`src/rtl/blink_pkg.sv`:
```
// Shared definitions for the blink path: monitor FSM encoding and
// compile-time helpers for deriving cycle counts from frequencies.
package blink_pkg;

    typedef enum logic [1:0] {
        IDLE    = 2'd0,
        MEASURE = 2'd1,
        LOCKED  = 2'd2
    } state_e;

    // Minimum number of bits needed to hold values 0..value-1 (at least 1).
    function automatic int unsigned clog2(input longint unsigned value);
        int unsigned bits;
        bits = 0;
        while ((64'd1 << bits) < value) begin
            bits = bits + 1;
        end
        return (bits == 0) ? 1 : bits;
    endfunction

    // Nominal period of a divided clock, in board-clock cycles.
    function automatic int unsigned derived_period(input longint unsigned board_hz,
                                                   input longint unsigned target_hz);
        return 32'(board_hz / target_hz);
    endfunction

    // Allowed period deviation in cycles for an integer percentage.
    function automatic int unsigned tolerance_cycles(input longint unsigned period_cycles,
                                                     input longint unsigned percent);
        return 32'((period_cycles * percent) / 64'd100);
    endfunction

endpackage

```
`src/rtl/edge_sync.sv`:
```
// Two-flop synchronizer for an asynchronous input plus one history flop,
// producing a single-cycle rising-edge strobe in the clk domain.
module edge_sync
    import blink_pkg::*;
(
    input  logic clk,
    input  logic rst,
    input  logic async_in,
    output logic rise
);

    logic sync1_q, sync1_d;
    logic sync2_q, sync2_d;
    logic sync3_q, sync3_d;

    always_comb begin
        sync1_d = async_in;
        sync2_d = sync1_q;
        sync3_d = sync2_q;
    end

    always_ff @(posedge clk) begin
        if (!rst) begin
            sync1_q <= 1'b0;
            sync2_q <= 1'b0;
            sync3_q <= 1'b0;
        end else begin
            sync1_q <= sync1_d;
            sync2_q <= sync2_d;
            sync3_q <= sync3_d;
        end
    end

    assign rise = sync2_q & ~sync3_q;

endmodule

```
`src/rtl/blink_monitor.sv`:
```
// Measures the rising-to-rising period of an external square wave and
// reports tolerance, lock and timeout status against an expected frequency.
module blink_monitor
    import blink_pkg::*;
#(
    parameter int unsigned BOARD_CLOCK_FREQUENCY_IN_HZ = 100_000_000,
    parameter int unsigned EXPECTED_FREQUENCY_IN_HZ    = 1,
    parameter int unsigned TOLERANCE_PERCENT           = 5,
    parameter int unsigned LOCK_COUNT                  = 4,
    localparam int unsigned EXP_PERIOD = derived_period(BOARD_CLOCK_FREQUENCY_IN_HZ,
                                                        EXPECTED_FREQUENCY_IN_HZ),
    localparam int unsigned TOL        = tolerance_cycles(EXP_PERIOD, TOLERANCE_PERCENT),
    localparam int unsigned TIMEOUT    = 2 * EXP_PERIOD,
    localparam int unsigned CNT_W      = clog2(TIMEOUT + 1)
) (
    input  logic             clk,
    input  logic             rst,
    input  logic             blink_in,
    output logic [CNT_W-1:0] period,
    output logic             period_valid,
    output logic             in_tolerance,
    output logic             locked,
    output logic             timeout
);

    localparam int unsigned GOOD_W     = clog2(LOCK_COUNT + 1);
    localparam int unsigned PERIOD_MIN = EXP_PERIOD - TOL;
    localparam int unsigned PERIOD_MAX = EXP_PERIOD + TOL;

    logic              rise;
    state_e            state_q, state_d;
    logic [CNT_W-1:0]  cnt_q, cnt_d;
    logic [GOOD_W-1:0] good_q, good_d;
    logic [CNT_W-1:0]  period_q, period_d;
    logic              valid_q, valid_d;
    logic              intol_q, intol_d;
    logic              locked_q, locked_d;
    logic              timeout_q, timeout_d;
    logic [CNT_W-1:0]  meas;
    logic              meas_ok;
    logic              cnt_expiring;

    edge_sync u_edge_sync (
        .clk      (clk),
        .rst      (rst),
        .async_in (blink_in),
        .rise     (rise)
    );

    // Counter holds cycles elapsed since the last rise, so the period includes the rise cycle.
    assign meas         = cnt_q + CNT_W'(1);
    assign meas_ok      = (meas >= CNT_W'(PERIOD_MIN)) && (meas <= CNT_W'(PERIOD_MAX));
    assign cnt_expiring = (cnt_q >= CNT_W'(TIMEOUT - 1));

    always_comb begin
        state_d   = state_q;
        cnt_d     = (cnt_q == CNT_W'(TIMEOUT)) ? cnt_q : cnt_q + CNT_W'(1);
        good_d    = good_q;
        period_d  = period_q;
        valid_d   = 1'b0;
        intol_d   = intol_q;
        locked_d  = locked_q;
        timeout_d = timeout_q;

        if (rise) begin
            cnt_d = '0;
        end

        unique case (state_q)
            IDLE: begin
                if (rise) begin
                    state_d   = MEASURE;
                    timeout_d = 1'b0;
                end
            end
            MEASURE, LOCKED: begin
                if (rise) begin
                    period_d = meas;
                    valid_d  = 1'b1;
                    intol_d  = meas_ok;
                    if (!meas_ok) begin
                        good_d   = '0;
                        locked_d = 1'b0;
                        state_d  = MEASURE;
                    end else if (state_q == MEASURE) begin
                        if (good_q + GOOD_W'(1) >= GOOD_W'(LOCK_COUNT)) begin
                            good_d   = GOOD_W'(LOCK_COUNT);
                            locked_d = 1'b1;
                            state_d  = LOCKED;
                        end else begin
                            good_d = good_q + GOOD_W'(1);
                        end
                    end
                end else if (cnt_expiring) begin
                    // A rise on the expiring cycle wins; only a silent line times out.
                    timeout_d = 1'b1;
                    locked_d  = 1'b0;
                    good_d    = '0;
                    state_d   = IDLE;
                end
            end
            default: state_d = IDLE;
        endcase
    end

    always_ff @(posedge clk) begin
        if (!rst) begin
            state_q   <= IDLE;
            cnt_q     <= '0;
            good_q    <= '0;
            period_q  <= '0;
            valid_q   <= 1'b0;
            intol_q   <= 1'b0;
            locked_q  <= 1'b0;
            timeout_q <= 1'b0;
        end else begin
            state_q   <= state_d;
            cnt_q     <= cnt_d;
            good_q    <= good_d;
            period_q  <= period_d;
            valid_q   <= valid_d;
            intol_q   <= intol_d;
            locked_q  <= locked_d;
            timeout_q <= timeout_d;
        end
    end

    assign period       = period_q;
    assign period_valid = valid_q;
    assign in_tolerance = intol_q;
    assign locked       = locked_q;
    assign timeout      = timeout_q;

endmodule

```
`config.mk`:
```
export PLATFORM = sky130hd
export DESIGN_NAME = blink_monitor
export DESIGN_NICKNAME = d
export VERILOG_FILES = /design/src/rtl/blink_pkg.sv /design/src/rtl/edge_sync.sv /design/src/rtl/blink_monitor.sv
export SDC_FILE = /design/constraint.sdc
export NUM_CORES = 1
export LEC_CHECK = 0
export CORE_UTILIZATION = 40
export DETAILED_ROUTE_END_ITERATION = 10
export PLACE_DENSITY = 0.73
export SYNTH_ARGS = -nofsm -noshare
export SYNTH_HDL_FRONTEND = slang
export SYNTH_SLANG_ARGS = --single-unit
```
`constraint.sdc`:
```
create_clock -name clk -period 2.8 [get_ports clk]
set_input_delay 0.56 -clock clk [delete_from_list [all_inputs] [get_ports clk]]
set_output_delay 0.56 -clock clk [all_outputs]
set_load 0.02 [all_outputs]
```
==> results of run 1 <==
## cell usage in the layout, fill, tap and decap left out, drive strengths merged, types with 3 or more instances in the layout
| cell type | n |
|---|---|
| and2 | 8 |
| o31ai | 3 |
| and4 | 5 |
| o211a | 27 |
| or4 | 3 |
| nand3 | 17 |
| a21o | 6 |
| clkbuf | 9 |
| nor2 | 44 |
| inv | 11 |
| xnor2 | 17 |
| nor4 | 8 |
| or3 | 3 |
| nand4 | 14 |
| nor3 | 14 |
| clkdlybuf4s50 | 34 |
| dfxtp | 68 |
| a22oi | 3 |
| a21oi | 5 |
| o22ai | 4 |
| and3 | 4 |
| o21ai | 9 |
| xor2 | 15 |
| clkinv | 5 |
| nand2 | 63 |
| buf | 106 |
| ha | 8 |
| nor2b | 6 |
| nand3b | 3 |
## flip-flops by register name, indices dropped and copies added, names as in the netlist
signal / count
timeout: 1
good_q: 3
locked: 1
cnt_q: 28
u_edge_sync.sync3_q: 1
in_tolerance: 1
u_edge_sync.sync2_q: 1
state_q: 2
period_valid: 1
u_edge_sync.sync1_q: 1
period: 28
## Yosys cell counts, types with 3 or more instances
cell | instances | share of area
sky130_fd_sc_hd__o31ai_1 | 3 | 0.0061
sky130_fd_sc_hd__a21o_1 | 6 | 0.012
sky130_fd_sc_hd__and2_1 | 8 | 0.014
sky130_fd_sc_hd__clkbuf_1 | 22 | 0.022
sky130_fd_sc_hd__nor2_1 | 44 | 0.045
sky130_fd_sc_hd__o21ai_0 | 7 | 0.0095
sky130_fd_sc_hd__nand4_1 | 12 | 0.020
sky130_fd_sc_hd__or4_1 | 3 | 0.0061
sky130_fd_sc_hd__inv_1 | 10 | 0.010
sky130_fd_sc_hd__nor2b_1 | 6 | 0.010
sky130_fd_sc_hd__and3_1 | 4 | 0.0068
sky130_fd_sc_hd__a21oi_1 | 5 | 0.0068
sky130_fd_sc_hd__nor3_1 | 11 | 0.015
sky130_fd_sc_hd__buf_2 | 6 | 0.0082
sky130_fd_sc_hd__dfxtp_1 | 68 | 0.37
sky130_fd_sc_hd__nor4_1 | 6 | 0.010
sky130_fd_sc_hd__o22ai_1 | 3 | 0.0051
sky130_fd_sc_hd__o211a_1 | 27 | 0.073
sky130_fd_sc_hd__xnor2_1 | 17 | 0.040
sky130_fd_sc_hd__xor2_1 | 15 | 0.036
sky130_fd_sc_hd__ha_1 | 8 | 0.027
sky130_fd_sc_hd__and4_1 | 5 | 0.012
sky130_fd_sc_hd__nand2_1 | 62 | 0.063
sky130_fd_sc_hd__buf_4 | 5 | 0.010
sky130_fd_sc_hd__a22oi_1 | 3 | 0.0061
sky130_fd_sc_hd__nand3_1 | 16 | 0.022
sky130_fd_sc_hd__nand3b_1 | 3 | 0.0061
## what timing repair did
item,CTS,global route
cloned,1,0
endpoints found under the hold margin,0,0
hold buffers,0,0
resized for setup,40,23
buffers inserted,22,3
pin swaps,24,27
endpoints found under the setup margin,7,7
## layout make-up
cell class / count / area [µm²]
flip-flops and latches: 68 / 1390
inverters: 10 / 37.5
repair buffers: 140 / 1170
multi-input cells: 322 / 2380
well taps: 108 / 135
fillers: 724 / 3510
clock inverters: 7 / 52.6
clock buffers: 9 / 124
## how the worst max path moves through the flow
| stage | from | endpoint | slack [ns] | cells after the start |
|---|---|---|---|---|
| floorplan | cnt_q[1] | state_q[0] | 0.02 | 13 |
| global placement | cnt_q[3] | state_q[0] | -0.17 | 11 |
| detailed placement | cnt_q[0] | state_q[0] | -0.23 | 12 |
| CTS | cnt_q[7] | state_q[0] | -0.03 | 11 |
| global route | cnt_q[7] | state_q[0] | -0.18 | 13 |
| finish | cnt_q[0] | state_q[0] | -0.06 | 12 |
## routing by layer
layer	global-route usage	part of all wire
met1	0.273	0.45
met2	0.360	0.48
met3	0.0494	0.039
met4	0.0886	0.026
met5	0	0
## worst max-delay path, cell delays in order (launching register included)
cell and delay [ns]:
sky130_fd_sc_hd__dfxtp_4 0.38, sky130_fd_sc_hd__buf_4 0.11, sky130_fd_sc_hd__nand4_1 0.11, sky130_fd_sc_hd__buf_6 0.16
sky130_fd_sc_hd__nor4_4 0.34, sky130_fd_sc_hd__xnor2_2 0.14, sky130_fd_sc_hd__buf_4 0.17, sky130_fd_sc_hd__nor4bb_2 0.27
sky130_fd_sc_hd__o211ai_1 0.15, sky130_fd_sc_hd__a41oi_2 0.28, sky130_fd_sc_hd__nor3_2 0.10, sky130_fd_sc_hd__or4_4 0.49
sky130_fd_sc_hd__o41ai_2 0.07
## report_power, final
part / switching (µW) / total, µW / internal [µW]
registers: 15.6 / 999 / 983
clock network: 403 / 728 / 325
logic: 108 / 189 / 81.0
total: 527 / 1920 / 1390
## per-stage QoR
step                       util  hold WS [ns]
after global placement    0.527         0.430
final                     0.601         0.446
after CTS                 0.585         0.451
after detailed placement  0.527         0.424
after global routing      0.601         0.455
after floorplan               -         0.412
## kinds of logic (layout without fill, tap and decap cells)
kind of cell | Yosys count | count (layout) | synth area share
buffers and inverters | 46 | 166 | 0.0544
AOI/OAI and AO/OA | 79 | 80 | 0.175
muxes | 2 | 2 | 0.00544
adders and majority gates | 8 | 8 | 0.0272
DFF | 68 | 68 | 0.370
xor gates and xnor gates | 32 | 32 | 0.0762
and+or+nand+nor | 200 | 200 | 0.292
==> parameters.txt, run 1 <==
Parameter                              Value

Clock tree
  Clock Root Buffer ... sky130_fd_sc_hd__clkbuf_8
  Number of buffers created by CTS ... 9
  Number of H-tree levels ... 3
  Clock latency at the later pin of the worst-skew pair ... 0.35 ns
  TritonCTS clock tree ... done
  Bufs on Longest Clock Path ... 2
  CTS sink count ... 68
  Clock-pin slew of the registers on the worst-case setup and hold paths ... approximately 0.080 ns

Timing
  Setup-violating endpoint count in the final report ... 1
  Worst Slack Setup Final ... -0.0598 ns
  Total count of max-transition violations in the final report ... 0
  Post-route setup TNS ... -0.0598 ns
  Final period utilization ... 1.02
  Measured slew at the worst slew-check pin ... around 0.48 ns
  Final-report hold violation count ... 0
  Maximum achievable frequency ... 350 MHz
  Headroom to the max-slew limit ... 0.678
  Setup clock skew after layout ... about 0.0093 ns
  Fin crit period ... between 2 and 3 ns
  Setup repair after global routing missed its margin ... true

Yosys
  Cell area after technology mapping ... around 3700 µm²
  Flip-flop and latch count after synthesis ... 68
  Yosys synthesis warning count ... 0
  Number of distinct library cell variants in the gate-level netlist after synthesis ... 62
  Primary flip-flop cell chosen by synthesis mapping ... sky130_fd_sc_hd__dfxtp_1
  Post-synthesis cell count ... about 440
  FFs w/ async S/R, synth ... 0
  Synthesized netlist net count ... between 400 and 500
  Sequential cell area fraction in the yosys report ... 0.370
  Count of flip-flops with a built-in enable after synthesis ... 0
  Mean cell area of the mapped netlist ... approximately 8.5 µm²

Route
  Number of routed nets with antenna violations ... 0
  Final wirelength ... between 10000 and 15000 µm
  Ratio of routed vias to standard cells ... about 5.4
  Detailed Route Iter0 Violations ... between 150 and 200
  Post-route DRC ... 3
  Final routed wire length divided by cell count ... ~15 µm
  Vias after detailed routing ... between 3000 and 4000
  Router iterations before antenna repair ... 8

Floorplan
  Core ar. ... between 8000 and 9000 µm²
  Number of placement rows ... 34
  Die Span X ... ~98 µm
  Initial Utilization ... 0.418
  Area of the die ... 9580 µm²
  Die boundary height ... 97.9 µm
  I/O pin total ... 35

GRT
  Overall routing resource usage ... 0.218
  Congestion Overflow GR ... 0
  Vias in the first global route ... 3484
  Pin count of the biggest net entering global routing ... 38
  Wire length of the first global-routing pass ... roughly 17000 µm
  Antenna violations before repair ... 0

Worst hold path
  Beginning of the worst hold path ... u_edge_sync.sync1_q
  HP Class ... reg -> reg
  Endpoint, Worst Hold ... u_edge_sync.sync2_q
  Hold Path Stages ... 1

Layout
  Fraction of layout instances using a drive strength above 1 ... 0.326
  Cell Count, Final, Fillers Out ... approximately 660
  Area growth, synth to finish ... 44.0%
  Post-layout instance area ... roughly 5300 µm²
  Number of nets in the layout ... 562
  Antenna diode count ... 0

Run
  Max Cap Viol ... 0

Placement
  Pre-CTS WS ... -0.233 ns
  Placed inst area ... approximately 4600 µm²
  Routability cong. ... slightly above 0.9
  Final HPWL from detailed placement ... ~7000 µm
  Total of buffers placed on input and output ports ... 34
  Total placed cells including tap cells ... between 600 and 700

Setup path
  Slack of the worst reg-to-reg path ... -0.06 ns
  Worst-path maximum fanout ... 5
  Reg-to-reg critical path endpoint ... state_q[0]
  Arrival time worst endpoint ... 3.11 ns
  CP Data Required Time ... ~3.1 ns
  Worst reg-to-reg path cell count ... 12
  Startpoint class of the critical path ... register
  Path type of the worst setup path ... reg -> reg
  Sort of element at the end of the critical path ... register
  Startpoint of the lowest-slack register-to-register path ... cnt_q[0]

Power and ir drop
  Pleak ... roughly 0.0024 µW
  Worst IR drop on VDD ... 0.378 mV
  Power density of the placed cells ... around 360 nW/µm²
  Total power of the final layout ... between 1500 and 2000 µW

Outcome
  Run status ... finished, violations left
  Violations in the final reports ... design-rule violations, negative setup slack
Note: power is estimated with default switching activity, not from simulation.
==> inputs of run 2 (changes only) <==
RECOVER_POWER = 100   (was default)
==> parameters.txt, run 2 (synthesized netlist as in run 1, its figures left out) <==
Parameter                              Value

GRT
  Pin count of the biggest net entering global routing ... 38 (unchanged)
  Wire length of the first global-routing pass ... 16800 µm (unchanged)
  Antenna violations before repair ... 0 (unchanged)
  Overall routing resource usage ... 0.218 (unchanged)
  Vias in the first global route ... 3484 (unchanged)
  Congestion Overflow GR ... 0 (unchanged)

Setup path
  Arrival time worst endpoint ... 3.11 ns (about the same)
  CP Data Required Time ... 3.05 ns (about the same)
  Worst-path maximum fanout ... 5 (unchanged)
  Slack of the worst reg-to-reg path ... -0.06 ns (about the same)
  Sort of element at the end of the critical path ... register
  Path type of the worst setup path ... reg -> reg
  Startpoint class of the critical path ... register

Layout
  Utilization after layout ... 0.601 (about the same)
  Sequential cell area ... 1390 µm² (unchanged)
  Most frequent cells in the layout ... 97 x sky130_fd_sc_hd__buf_4, 59 x sky130_fd_sc_hd__nand2_1, 58 x sky130_fd_sc_hd__dfxtp_1
  Most common library cell in the layout ignoring fill and taps ... sky130_fd_sc_hd__buf_4
  Fraction of layout instances using a drive strength above 1 ... 0.324 (-0.00180)
  Number of nets in the layout ... 562 (unchanged)
  Antenna diode count ... 0 (unchanged)
  Area growth, synth to finish ... 43.9% (about the same)
  Area of combinational cells with multiple inputs ... 2380 µm² (unchanged)
  # fillers ... 724 (unchanged)

Floorplan
  Die boundary height ... 97.9 µm (unchanged)
  Core ar. ... 8810 µm² (unchanged)
  Die Span X ... 97.9 µm (unchanged)
  Area of the die ... 9580 µm² (unchanged)
  Number of placement rows ... 34 (unchanged)
  Initial Utilization ... 0.418 (unchanged)
  I/O pin total ... 35 (unchanged)

Timing
  Final-report hold violation count ... 0 (unchanged)
  Maximum achievable frequency ... 350 MHz (about the same)
  WHS ... 0.452 ns (+0.00600 ns)
  Setup-violating endpoint count in the final report ... 1 (unchanged)
  Setup clock skew after layout ... 0.00904 ns (-0.000245 ns)
  Fin crit period ... 2.86 ns (+0.00120 ns)
  Headroom to the max-slew limit ... 0.656 (-0.0218)
  Total count of max-transition violations in the final report ... 0 (unchanged)
  Worst Slack Setup Final ... -0.0610 ns (-0.00120 ns)
  Setup repair after global routing missed its margin ... true
  Final period utilization ... 1.02 (about the same)
  Measured slew at the worst slew-check pin ... 0.516 ns (+0.0337 ns)

Clock tree
  Bufs on Longest Clock Path ... 2 (unchanged)
  Clock-pin slew of the registers on the worst-case setup and hold paths ... 0.08 ns (about the same)
  Quantity of hold-fixing buffers added after cts ... 0 (unchanged)
  Clock Root Buffer ... sky130_fd_sc_hd__clkbuf_8
  Number of H-tree levels ... 3 (unchanged)
  TritonCTS clock tree ... done
  Number of buffers created by CTS ... 9 (unchanged)
  Clock latency at the later pin of the worst-skew pair ... 0.35 ns (about the same)
  CTS sink count ... 68 (unchanged)

Route
  Final routed wire length divided by cell count ... 15.5 µm (about the same)
  Router iterations before antenna repair ... 8 (unchanged)
  Number of routed nets with antenna violations ... 0 (unchanged)
  Detailed Route Iter0 Violations ... 170 (+1.2%)
  Post-route DRC ... 3 (unchanged)
  Vias after detailed routing ... 3605 (+0.028%)
  Final wirelength ... 10300 µm (about the same)
  Ratio of routed vias to standard cells ... 5.43 (about the same)

Placement
  Pre-CTS WS ... -0.233 ns (unchanged)
  Final HPWL from detailed placement ... 6850 µm (unchanged)
  Routability cong. ... 0.933 (unchanged)
  Total of buffers placed on input and output ports ... 34 (unchanged)

Outcome
  Violations in the final reports ... design-rule violations, negative setup slack
  Run status ... finished, violations left

Power and ir drop
  Worst IR drop on VDD ... 0.378 mV (unchanged)
  Pleak ... 0.00241 µW (-0.18%)
  Power density of the placed cells ... 362 nW/µm² (about the same)
  Total power of the final layout ... 1920 µW (about the same)

Run
  Max Cap Viol ... 0 (unchanged)

Worst hold path
  HP Class ... reg -> reg
-- run 2: cell types whose count changed in the layout (fill, tap and decap cells not counted), sizes merged --
cell and delta:
buf -1, dlygate4sd3 +1, clkbuf +1, clkdlybuf4s50 -1
-- run 2: worst paths after layout --
path,depth (start not counted),startpoint,to
min,1,u_edge_sync.sync1_q,u_edge_sync.sync2_q
min reg2reg,1,u_edge_sync.sync1_q,u_edge_sync.sync2_q
max reg2reg,12,cnt_q[0],state_q[0]
max,12,cnt_q[0],state_q[0]
-- run 2: critical path, stage by stage (launching register included) --
cell                       delay, ns
sky130_fd_sc_hd__dfxtp_4        0.38
sky130_fd_sc_hd__buf_4          0.11
sky130_fd_sc_hd__nand4_1        0.11
sky130_fd_sc_hd__buf_6          0.16
sky130_fd_sc_hd__nor4_4         0.34
sky130_fd_sc_hd__xnor2_2        0.14
sky130_fd_sc_hd__buf_4          0.17
sky130_fd_sc_hd__nor4bb_2       0.27
sky130_fd_sc_hd__o211ai_1       0.15
sky130_fd_sc_hd__a41oi_2        0.28
sky130_fd_sc_hd__nor3_2         0.10
sky130_fd_sc_hd__or4_4          0.49
sky130_fd_sc_hd__o41ai_2        0.07
-- run 2: layout make-up --
type | instances | area share
multi-input combinational | 322 | 0.450
inverter | 10 | 0.00709
clock inverter | 7 | 0.00993
sequential | 68 | 0.262
tap | 108 | 0.0255
clock buffer | 9 | 0.0234
timing repair buffer | 140 | 0.221
-- run 2: where the power goes --
part           internal, µW  leakage (µW)  switching [µW]
clock network           325     0.0000896             403
registers               983      0.000556            15.7
logic                  80.1       0.00177             108
-- run 2: per-stage QoR --
step	instance area [µm²]	setup TNS (ns)	instances
2_1_floorplan	3700	0	435
5_1_grt	5290	-0.707	664
3_3_place_gp	4640	-0.620	623
6_report	5290	-0.0610	664
3_5_place_dp	4640	-1.16	623
4_1_cts	5150	-0.0552	661
-- run 2: routing by layer --
metal,GRT usage,vias to the layer above,wire length [µm]
met5,0,-,0
met2,0.360,98,4970
met1,0.273,1713,4660
li1,-,1769,-
met3,0.0494,25,403
met4,0.0886,0,265
-- run 2: repair_timing --
| action | in CTS | in global routing |
|---|---|---|
| endpoints found under the hold margin | 0 | 0 |
| pin swaps | 24 | 27 |
| endpoints found under the setup margin | 7 | 7 |
| setup buffers | 22 | 3 |
| cloned | 1 | 0 |
| gates resized for setup | 40 | 23 |
==> inputs of run 3 (changes only) <==
CORE_MARGIN = 2   (was default)
==> parameters.txt, run 3 (synthesized netlist as in run 1, its figures left out) <==
Parameter                              Value

Route
  Ratio of routed vias to standard cells ... 5.45 (+0.43%)
  Number of routed nets with antenna violations ... 0 (unchanged)
  Routed wl met2 ... 4880 µm (-1.9%)
  Post-route DRC ... 0 (-3)
  Vias after detailed routing ... 3517 (-2.4%)
  Uppermost layer routed ... met4
  Final wirelength ... 9920 µm (-3.7%)
  Router iterations before antenna repair ... 6 (-2)
  Detailed route wirelength on metal3 ... 488 µm (+21%)
  Final routed wire length divided by cell count ... 15.4 µm (-0.83%)
  Detailed Route Iter0 Violations ... 174 (+2.4%)
  Met1 wire length ... 4380 µm (-5.9%)

Run
  Max Cap Viol ... 0 (unchanged)

Timing
  Setup-violating endpoint count in the final report ... 2 (+1)
  Maximum achievable frequency ... 352 MHz (+0.63%)
  Final-report hold violation count ... 0 (unchanged)
  Setup clock skew after layout ... 0.0131 ns (+0.00404 ns)
  Fin crit period ... 2.84 ns (-0.0180 ns)
  Final period utilization ... 1.02 (-0.00641)
  Worst Slack Setup Final ... -0.0431 ns (+0.0180 ns)
  Total count of max-transition violations in the final report ... 0 (unchanged)
  Setup repair after global routing missed its margin ... true
  Headroom to the max-slew limit ... 0.632 (-0.0243)
  Measured slew at the worst slew-check pin ... 0.553 ns (+0.0365 ns)

Clock tree
  Number of buffers created by CTS ... 9 (unchanged)
  CTS sink count ... 68 (unchanged)
  Bufs on Longest Clock Path ... 2 (unchanged)
  Clock Root Buffer ... sky130_fd_sc_hd__clkbuf_8
  Clock latency at the later pin of the worst-skew pair ... 0.36 ns (about the same)
  Clock-pin slew of the registers on the worst-case setup and hold paths ... 0.08 ns (about the same)
  Number of H-tree levels ... 3 (unchanged)
  TritonCTS clock tree ... done

Layout
  Utilization after layout ... 0.579 (-0.0217)
  Most common library cell in the layout ignoring fill and taps ... sky130_fd_sc_hd__buf_4
  Antenna diode count ... 0 (unchanged)
  Area growth, synth to finish ... 38.7%
  Cell Count, Final, Fillers Out ... 645 (-2.9%)
  Most frequent cells in the layout ... 80 x sky130_fd_sc_hd__buf_4, 62 x sky130_fd_sc_hd__nand2_1, 55 x sky130_fd_sc_hd__dfxtp_1
  Post-layout instance area ... 5100 µm² (-3.6%)
  Number of nets in the layout ... 543 (-3.4%)
  Fraction of layout instances using a drive strength above 1 ... 0.287 (-0.0370)

GRT
  Wire length of the first global-routing pass ... 15500 µm (-7.4%)
  Overall routing resource usage ... 0.193 (-0.0243)
  Antenna violations before repair ... 0 (unchanged)
  Pin count of the biggest net entering global routing ... 57 (+50%)
  Congestion Overflow GR ... 0 (unchanged)
  Vias in the first global route ... 3351 (-3.8%)

Floorplan
  Die Span X ... 99.9 µm (+2.0%)
  Core ar. ... 8810 µm² (unchanged)
  Number of placement rows ... 34 (unchanged)
  Die boundary height ... 99.9 µm (+2.0%)
  Area of the die ... 9980 µm² (+4.1%)
  I/O pin total ... 35 (unchanged)
  Initial Utilization ... 0.418 (unchanged)

Setup path
  Capturing instance or port of the critical path ... state_q[0]
  Slack of the worst reg-to-reg path ... -0.04 ns (+0.02 ns)
  Startpoint of the lowest-slack register-to-register path ... cnt_q[0]
  Worst-path maximum fanout ... 4 (-1)
  Most prevalent standard cell on the critical path ... sky130_fd_sc_hd__buf_6
  CP Data Required Time ... 3.06 ns (about the same)
  Path type of the worst setup path ... reg -> reg
  First element of the critical path ... cnt_q[0]
  Total stage count of the critical path ... 13 (+1)
  Arrival time worst endpoint ... 3.10 ns (about the same)
  Startpoint class of the critical path ... register
  Worst-path cell chain ... ha_4 > nand3_4 > nor3_4 > buf_6 > buf_6 > nand4_1 > xor2_2 > nor2_1 > nand4b_1 > a41oi_4 > nor3_2 > or4_4 > o41ai_2
  Sort of element at the end of the critical path ... register
  Reg-to-reg critical path endpoint ... state_q[0]
  Crit path max-delay family ... simple AND/OR/NAND/NOR gates
  Largest incremental delay on the critical path ... 0.48 ns (about the same)
  Worst reg-to-reg path cell count ... 13 (+1)
  Crit path max-delay cell type ... sky130_fd_sc_hd__or4_4
  Number of buffer and inverter instances along the worst setup path ... 2 (-1)

Power and ir drop
  Power density of the placed cells ... 399 nW/µm² (+10%)
  Pleak ... 0.00227 µW (-5.8%)
  Worst IR drop on VDD ... 0.275 mV (-27%)

Worst hold path
  Hold Path Stages ... 1 (unchanged)
  HP Class ... reg -> reg

Outcome
  Run status ... finished, violations left
  Violations in the final reports ... negative setup slack

Placement
  Routability cong. ... 0.975 (+4.5%)
  Total placed cells including tap cells ... 617 (-0.96%)
  Final HPWL from detailed placement ... 6890 µm (+0.52%)
  Placed inst area ... 4590 µm² (-0.97%)
  Total of buffers placed on input and output ports ... 34 (unchanged)
-- run 3: cell types whose count changed in the layout (fill, tap and decap cells not counted), sizes merged --
| cell | delta |
|---|---|
| buf | -19 |
| clkinv | -2 |
| clkbuf | +1 |
| bufinv | +1 |
-- run 3: metrics by stage --
stage	setup slack [ns]	hold slack [ns]	total power, µW	TNS [ns]
after global placement	-0.102	0.439	1190	-0.354
after CTS	-0.000377	0.446	2040	-0.000377
final	-0.0431	0.443	2030	-0.0448
after detailed placement	-0.162	0.428	1190	-0.622
after global routing	-0.126	0.455	2110	-0.762
after floorplan	0.0201	0.412	1130	0
-- run 3: report_power, final --
part	total, µW	leakage, µW	switching, µW	internal [µW]
sequential	1000	0.000556	14.7	987
combinational	180	0.00161	104	76.2
clock	851	0.000103	408	443
-- run 3: worst reg2reg max path, delay by kind of cell (launching register included) --
family / cells / cell delay, ns
compound gates: 2 / 0.37
simple gates: 7 / 1.38
buf+inv: 2 / 0.23
fa+ha+maj: 1 / 0.16
xor+xnor: 1 / 0.24
flops: 1 / 0.37
-- run 3: metal layers --
metal | global-route usage | up-vias
li1 | - | 1728
met1 | 0.241 | 1688
met2 | 0.326 | 84
met3 | 0.0487 | 17
met4 | 0.0653 | 0
met5 | 0 | -
-- run 3: cell type report --
class                   instances  area (µm²)
fillers                       754        3700
multi-input cells             322        2310
flip-flops and latches         68        1380
repair buffers                121        1030
clock buffers                  10         138
well taps                     108         135
clock inverters                 6        72.6
inverters                      10        37.5
-- run 3: what timing repair did --
item                                    in CTS  in global routing
buffers inserted                             2                  9
endpoints found under the setup margin       6                  7
hold buffers                                 0                  0
pin swaps                                    3                 25
gates resized for setup                     15                 33
gates cloned                                 0                  1
-- run 3: how the worst min path moves through the flow --
| stage | start | end | slack [ns] |
|---|---|---|---|
| 3_3_place_gp | u_edge_sync.sync1_q | u_edge_sync.sync2_q | 0.44 |
| 2_1_floorplan | u_edge_sync.sync1_q | u_edge_sync.sync2_q | 0.41 |
| 4_1_cts | u_edge_sync.sync1_q | u_edge_sync.sync2_q | 0.45 |
| 3_5_place_dp | u_edge_sync.sync1_q | u_edge_sync.sync2_q | 0.43 |
| 5_1_grt | u_edge_sync.sync1_q | u_edge_sync.sync2_q | 0.45 |
| 6_report | u_edge_sync.sync1_q | u_edge_sync.sync2_q | 0.44 |
==> variant 1 (settings of run 3) <==
Encoding of `state_e`: now one-hot (3 bits for 3 states).
--- a/src/rtl/blink_pkg.sv
+++ b/src/rtl/blink_pkg.sv
@@ -2,10 +2,10 @@
 // compile-time helpers for deriving cycle counts from frequencies.
 package blink_pkg;
 
-    typedef enum logic [1:0] {
-        IDLE    = 2'd0,
-        MEASURE = 2'd1,
-        LOCKED  = 2'd2
+    typedef enum logic [2:0] {
+        IDLE    = 3'b001,
+        MEASURE = 3'b010,
+        LOCKED  = 3'b100
     } state_e;
 
     // Minimum number of bits needed to hold values 0..value-1 (at least 1).
Check against the original RTL: same outputs for any inputs over 10 cycles, from zero or initial values and one cycle with rst low; not proved beyond that.
==> variant 1 against run 3 <==
Sequential cell count increased by 1; largest power group unchanged; first-iteration DRC count increased by 45%; sequential power about the same; critical path type unchanged; clock power decreased by 1%; synthesized area increased by 2.7%; design area decreased by 0.12%; core utilization decreased by 2.5 points; the flow still finishes with violations (negative setup slack); total power decreased by 4.8%; setup slack got worse by 0.046 ns; wire length increased by 13%; global-route usage increased by 3.7 points; combinational power decreased by 49%.
==> variant 1: results (changes against run 3) <==
Status - finished, violations left
Failing checks - negative setup slack
Share of the synthesized area in the top cell type - 0.366 (-0.00451)
Final worst setup slack - -0.0893 ns (-0.0463 ns)
Register area - 1400 sq um (+1.0%)
Dpl ws - -0.173 ns (-0.0115 ns)
Flop pwr share - 0.519 (+0.026)
Synth Area in Adders - 0.0132 (-0.0140)
Metal-1 WL - 4860 um (+11%)
Met3 WL - 547 um (+12%)
Peak VDD IR - 0.299 mV (+8.6%)
Hpwl dp - 8200 um (+19%)
Postcts setup bufs - 3 (+1)
XOR/XNOR Fraction of Synth Area - 0.0696 (-0.00666)
WL/cell - 17.1 um (+11%)
Largest net degree at the start of global routing - 36 (-37%)
Multi-In Gates - 333 (+3.4%)
Count of final setup violators - 6 (+4)
DR iter-0 viols - 253 (+45%)
Sw Pwr - 433 uW (-18%)
Synth unique cells - 74 (+19%)
DRT Pass-1 Iters - 5 (-1)
Leak - 1.93 nW (-15%)
CP arrival - 3.15 ns (+0.05 ns)
Fin nets - 547 (+0.74%)
Global-route wire length before repair - 18500 um (+19%)
Worst clock skew - 0.0120 ns (-0.00105 ns)
Setup TNS - -0.261 ns (-0.216 ns)
Inverters - 8 (-2)
Routing usage on met3 - 0.0490 (+0.000253)
Vias in the first global route - 3689 (+10%)
Slew HR - 0.474 (-0.157)
Multiplexer share of the synthesized area - 0.00530 (-0.000144)
==> variant 1: cell types whose count changed after synthesis, sizes merged, moves of 4 or more <==
cell	run 3	this run
nand2	63	17
a21o	6	2
nor2	44	75
xnor2	17	22
ha	8	4
o211a	27	0
a21oi	5	10
nor4	8	14
o31a	0	4
a211oi	2	33
nand2b	2	6
buf	13	9
and3	4	9
xor2	15	8
==> variant 1: path summary, 6_finish.rpt <==
path | start | endpoint | slack [ns] | cells past startpoint
max | cnt_q[14]$_SDFFE_PP0P_ | locked$_SDFFE_PN0P_ | -0.09 | 9
min | u_edge_sync.sync1_q$_SDFF_PN0_ | u_edge_sync.sync2_q$_SDFF_PN0_ | 0.43 | 1
max reg2reg | cnt_q[14]$_SDFFE_PP0P_ | locked$_SDFFE_PN0P_ | -0.09 | 9
min reg2reg | u_edge_sync.sync1_q$_SDFF_PN0_ | u_edge_sync.sync2_q$_SDFF_PN0_ | 0.43 | 1
==> variant 2 (config.mk and constraints of run 3) <==
Made on the original files. The parameter `LOCK_COUNT` goes from 4 to 8.
--- a/src/rtl/blink_monitor.sv
+++ b/src/rtl/blink_monitor.sv
@@ -6,7 +6,7 @@
     parameter int unsigned BOARD_CLOCK_FREQUENCY_IN_HZ = 100_000_000,
     parameter int unsigned EXPECTED_FREQUENCY_IN_HZ    = 1,
     parameter int unsigned TOLERANCE_PERCENT           = 5,
-    parameter int unsigned LOCK_COUNT                  = 4,
+    parameter int unsigned LOCK_COUNT                  = 8,
     localparam int unsigned EXP_PERIOD = derived_period(BOARD_CLOCK_FREQUENCY_IN_HZ,
                                                         EXPECTED_FREQUENCY_IN_HZ),
     localparam int unsigned TOL        = tolerance_cycles(EXP_PERIOD, TOLERANCE_PERCENT),
Formal check against the unedited RTL: no difference found for any inputs over 10 cycles, from zero or initial values and one cycle with rst low; that may be too few to reach the edited logic, so the function may still have changed.
==> variant 2 against run 3 <==
The flow still finishes with violations (negative setup slack); sequential cell count up 1; wire length rose by 4.8%; clock skew fell by 0.00055 ns; total power grew 0.23%; setup slack got worse by 0.088 ns; global-route usage rose by 2.1 points; core utilization down 2.0 points; synthesized area increased by 0.92%; design area hardly changed; hold slack got worse by 0.0068 ns; first-iteration DRC count down 10%; sequential share of layout area increased by 0.22 points; critical path type unchanged; critical endpoint is now good_q[3]$_SDFFE_PN0P_; largest cell class unchanged; highest routed layer unchanged.
==> variant 2: results (changes against run 3) <==
WL/cell - 15.7 um (+2.4%)
Root Driver - clkbuf_8
Slew HR - 0.649 (+0.0178)
Hold Crit Class - reg2reg
DRT Pass-1 Iters - 5 (-1)
Max FO, Critical Path - 4 (unchanged)
Routed wire length - 10400 um (+4.8%)
TritonCTS Buffers - 9 (unchanged)
Fin nets - 554 (+2.0%)
Async SR Flop Fraction - 0 (unchanged)
Share of cells above drive strength 1 - 0.266 (-0.0208)
Ys flop type - dfxtp_1
Worst clock skew - 0.0125 ns (-0.000550 ns)
Int Pwr - 1.58 mW (+4.9%)
Most frequent cells after synthesis - nor2_1, dfxtp_1, a211oi_1
Max incr delay on CP - 0.43 ns (-0.05 ns)
Synth unique cells - 66 (+6.5%)
Worst-path clk slew - 0.08 ns (about the same)
Count of final setup violators - 8 (+6)
Placed cells - 635 (+2.9%)
Status - finished, violations left
H-tree Lvls - 3 (unchanged)
Final worst setup slack - -0.131 ns (-0.0876 ns)
CTS Buffer Depth - 2 (unchanged)
Hold EP - u_edge_sync.sync2_q$_SDFF_PN0_
Post-synthesis sequential area ratio - 0.372 (+0.00202)
Failing checks - negative setup slack
Diode count - 0 (unchanged)
Worst skew pair latency - 0.35 ns
Port buffer count - 34 (unchanged)
Final Wtd Congestion - 0.947 (-2.9%)
CP arrival - 3.22 ns (+0.12 ns)
GRT Util Overall - 0.214 (+0.0212)
Critical path origin - cnt_q[4]$_SDFFE_PP0P_
Synth area leaders - dfxtp_1, nor2_1, a211oi_1
Clock share of power - 0.464 (+0.045)
# fillers - 847 (+12%)
Crit-path slowest cell - a2111o_1
Worst Setup EP - good_q[3]$_SDFFE_PN0P_
Largest net degree at the start of global routing - 35 (-39%)
Dpl ws - -0.194 ns (-0.0326 ns)
Vias in the first global route - 3493 (+4.2%)
Syn Inst Count - 451 (+3.7%)
DR iter-0 viols - 156 (-10%)
Peak VDD IR - 0.245 mV (-11%)
Number of antenna violations at the first check in global routing - 0 (unchanged)
Global-route wire length before repair - 17000 um (+9.5%)
Via count - 3613 (+2.7%)
Hpwl dp - 7480 um (+8.6%)
Leak - 1.78 nW (-22%)
Post-Syn Nets - 461 (+3.4%)
Worst Min Path Start - u_edge_sync.sync1_q$_SDFF_PN0_
FF-to-FF path depth - 12 (-1)
Cell depth of the worst min-delay path - 1 (unchanged)
-- variant 2: cell types whose count changed after synthesis, moves of 4 or more --
cell / before / now
o211a_1: 27 / 0
nor2b_1: 6 / 1
nor2_1: 44 / 80
nor3_1: 11 / 16
a21oi_1: 5 / 11
xnor2_1: 17 / 21
o21ai_0: 7 / 18
a21o_1: 6 / 2
a211oi_1: 2 / 29
nand2_1: 62 / 27
nand2b_1: 2 / 6
xor2_1: 15 / 10
-- variant 2: kinds of logic (layout without fill, tap and decap cells) --
group / Yosys count / count (layout) / synth area share
DFF: 69 / 69 / 0.372
muxes: 5 / 5 / 0.0135
AOI/OAI and AO/OA: 95 / 95 / 0.182
adders and majority gates: 7 / 7 / 0.0236
and+or+nand+nor: 203 / 203 / 0.286
buffers and inverters: 41 / 139 / 0.0496
xor gates and xnor gates: 31 / 31 / 0.0732
-- variant 2: worst max-delay path, delay by kind of cell (launching register included) --
family | cells | cell delay [ns]
AOI/OAI and AO/OA | 5 | 1.28
and+or+nand+nor | 4 | 0.73
DFF | 1 | 0.36
buffers and inverters | 2 | 0.31
xor gates and xnor gates | 1 | 0.19
-- variant 2: area by class of cell --
class,instances,area share
clock buffer,11,0.0297
clock inverter,5,0.0160
inverter,8,0.00589
multi-input combinational,341,0.457
sequential,69,0.273
tap,111,0.0273
timing repair buffer,115,0.191
-- variant 2: layer usage --
metal	share of wire	GRT usage
met5	0	0
met4	0.022	0.0854
met3	0.035	0.0376
met1	0.46	0.273
met2	0.48	0.360
-- variant 2: stage by stage --
| stage | TNS [ns] | hold slack, ns | area (sq um) |
|---|---|---|---|
| floorplan | 0 | 0.412 | 3730 |
| global placement | -0.115 | 0.414 | 4610 |
| detailed placement | -1.30 | 0.419 | 4610 |
| CTS | 0 | 0.438 | 4980 |
| global route | -1.77 | 0.465 | 5100 |
| finish | -0.602 | 0.436 | 5100 |
-- variant 2: power groups by stage --
stage	logic, mW	registers (mW)	clock network, mW
2_1_floorplan	0.0505	1.03	0
3_3_place_gp	0.0906	1.02	0
3_5_place_dp	0.0931	1.02	0
4_1_cts	0.0944	0.999	0.963
5_1_grt	0.105	1.00	1.01
6_report	0.0944	0.999	0.945
-- variant 2: timing repair --
item | in CTS | in global routing
pin swaps | 12 | 19
endpoints found under the setup margin | 8 | 8
hold buffers | 0 | 0
gates resized for setup | 28 | 15
setup buffers | 2 | 7
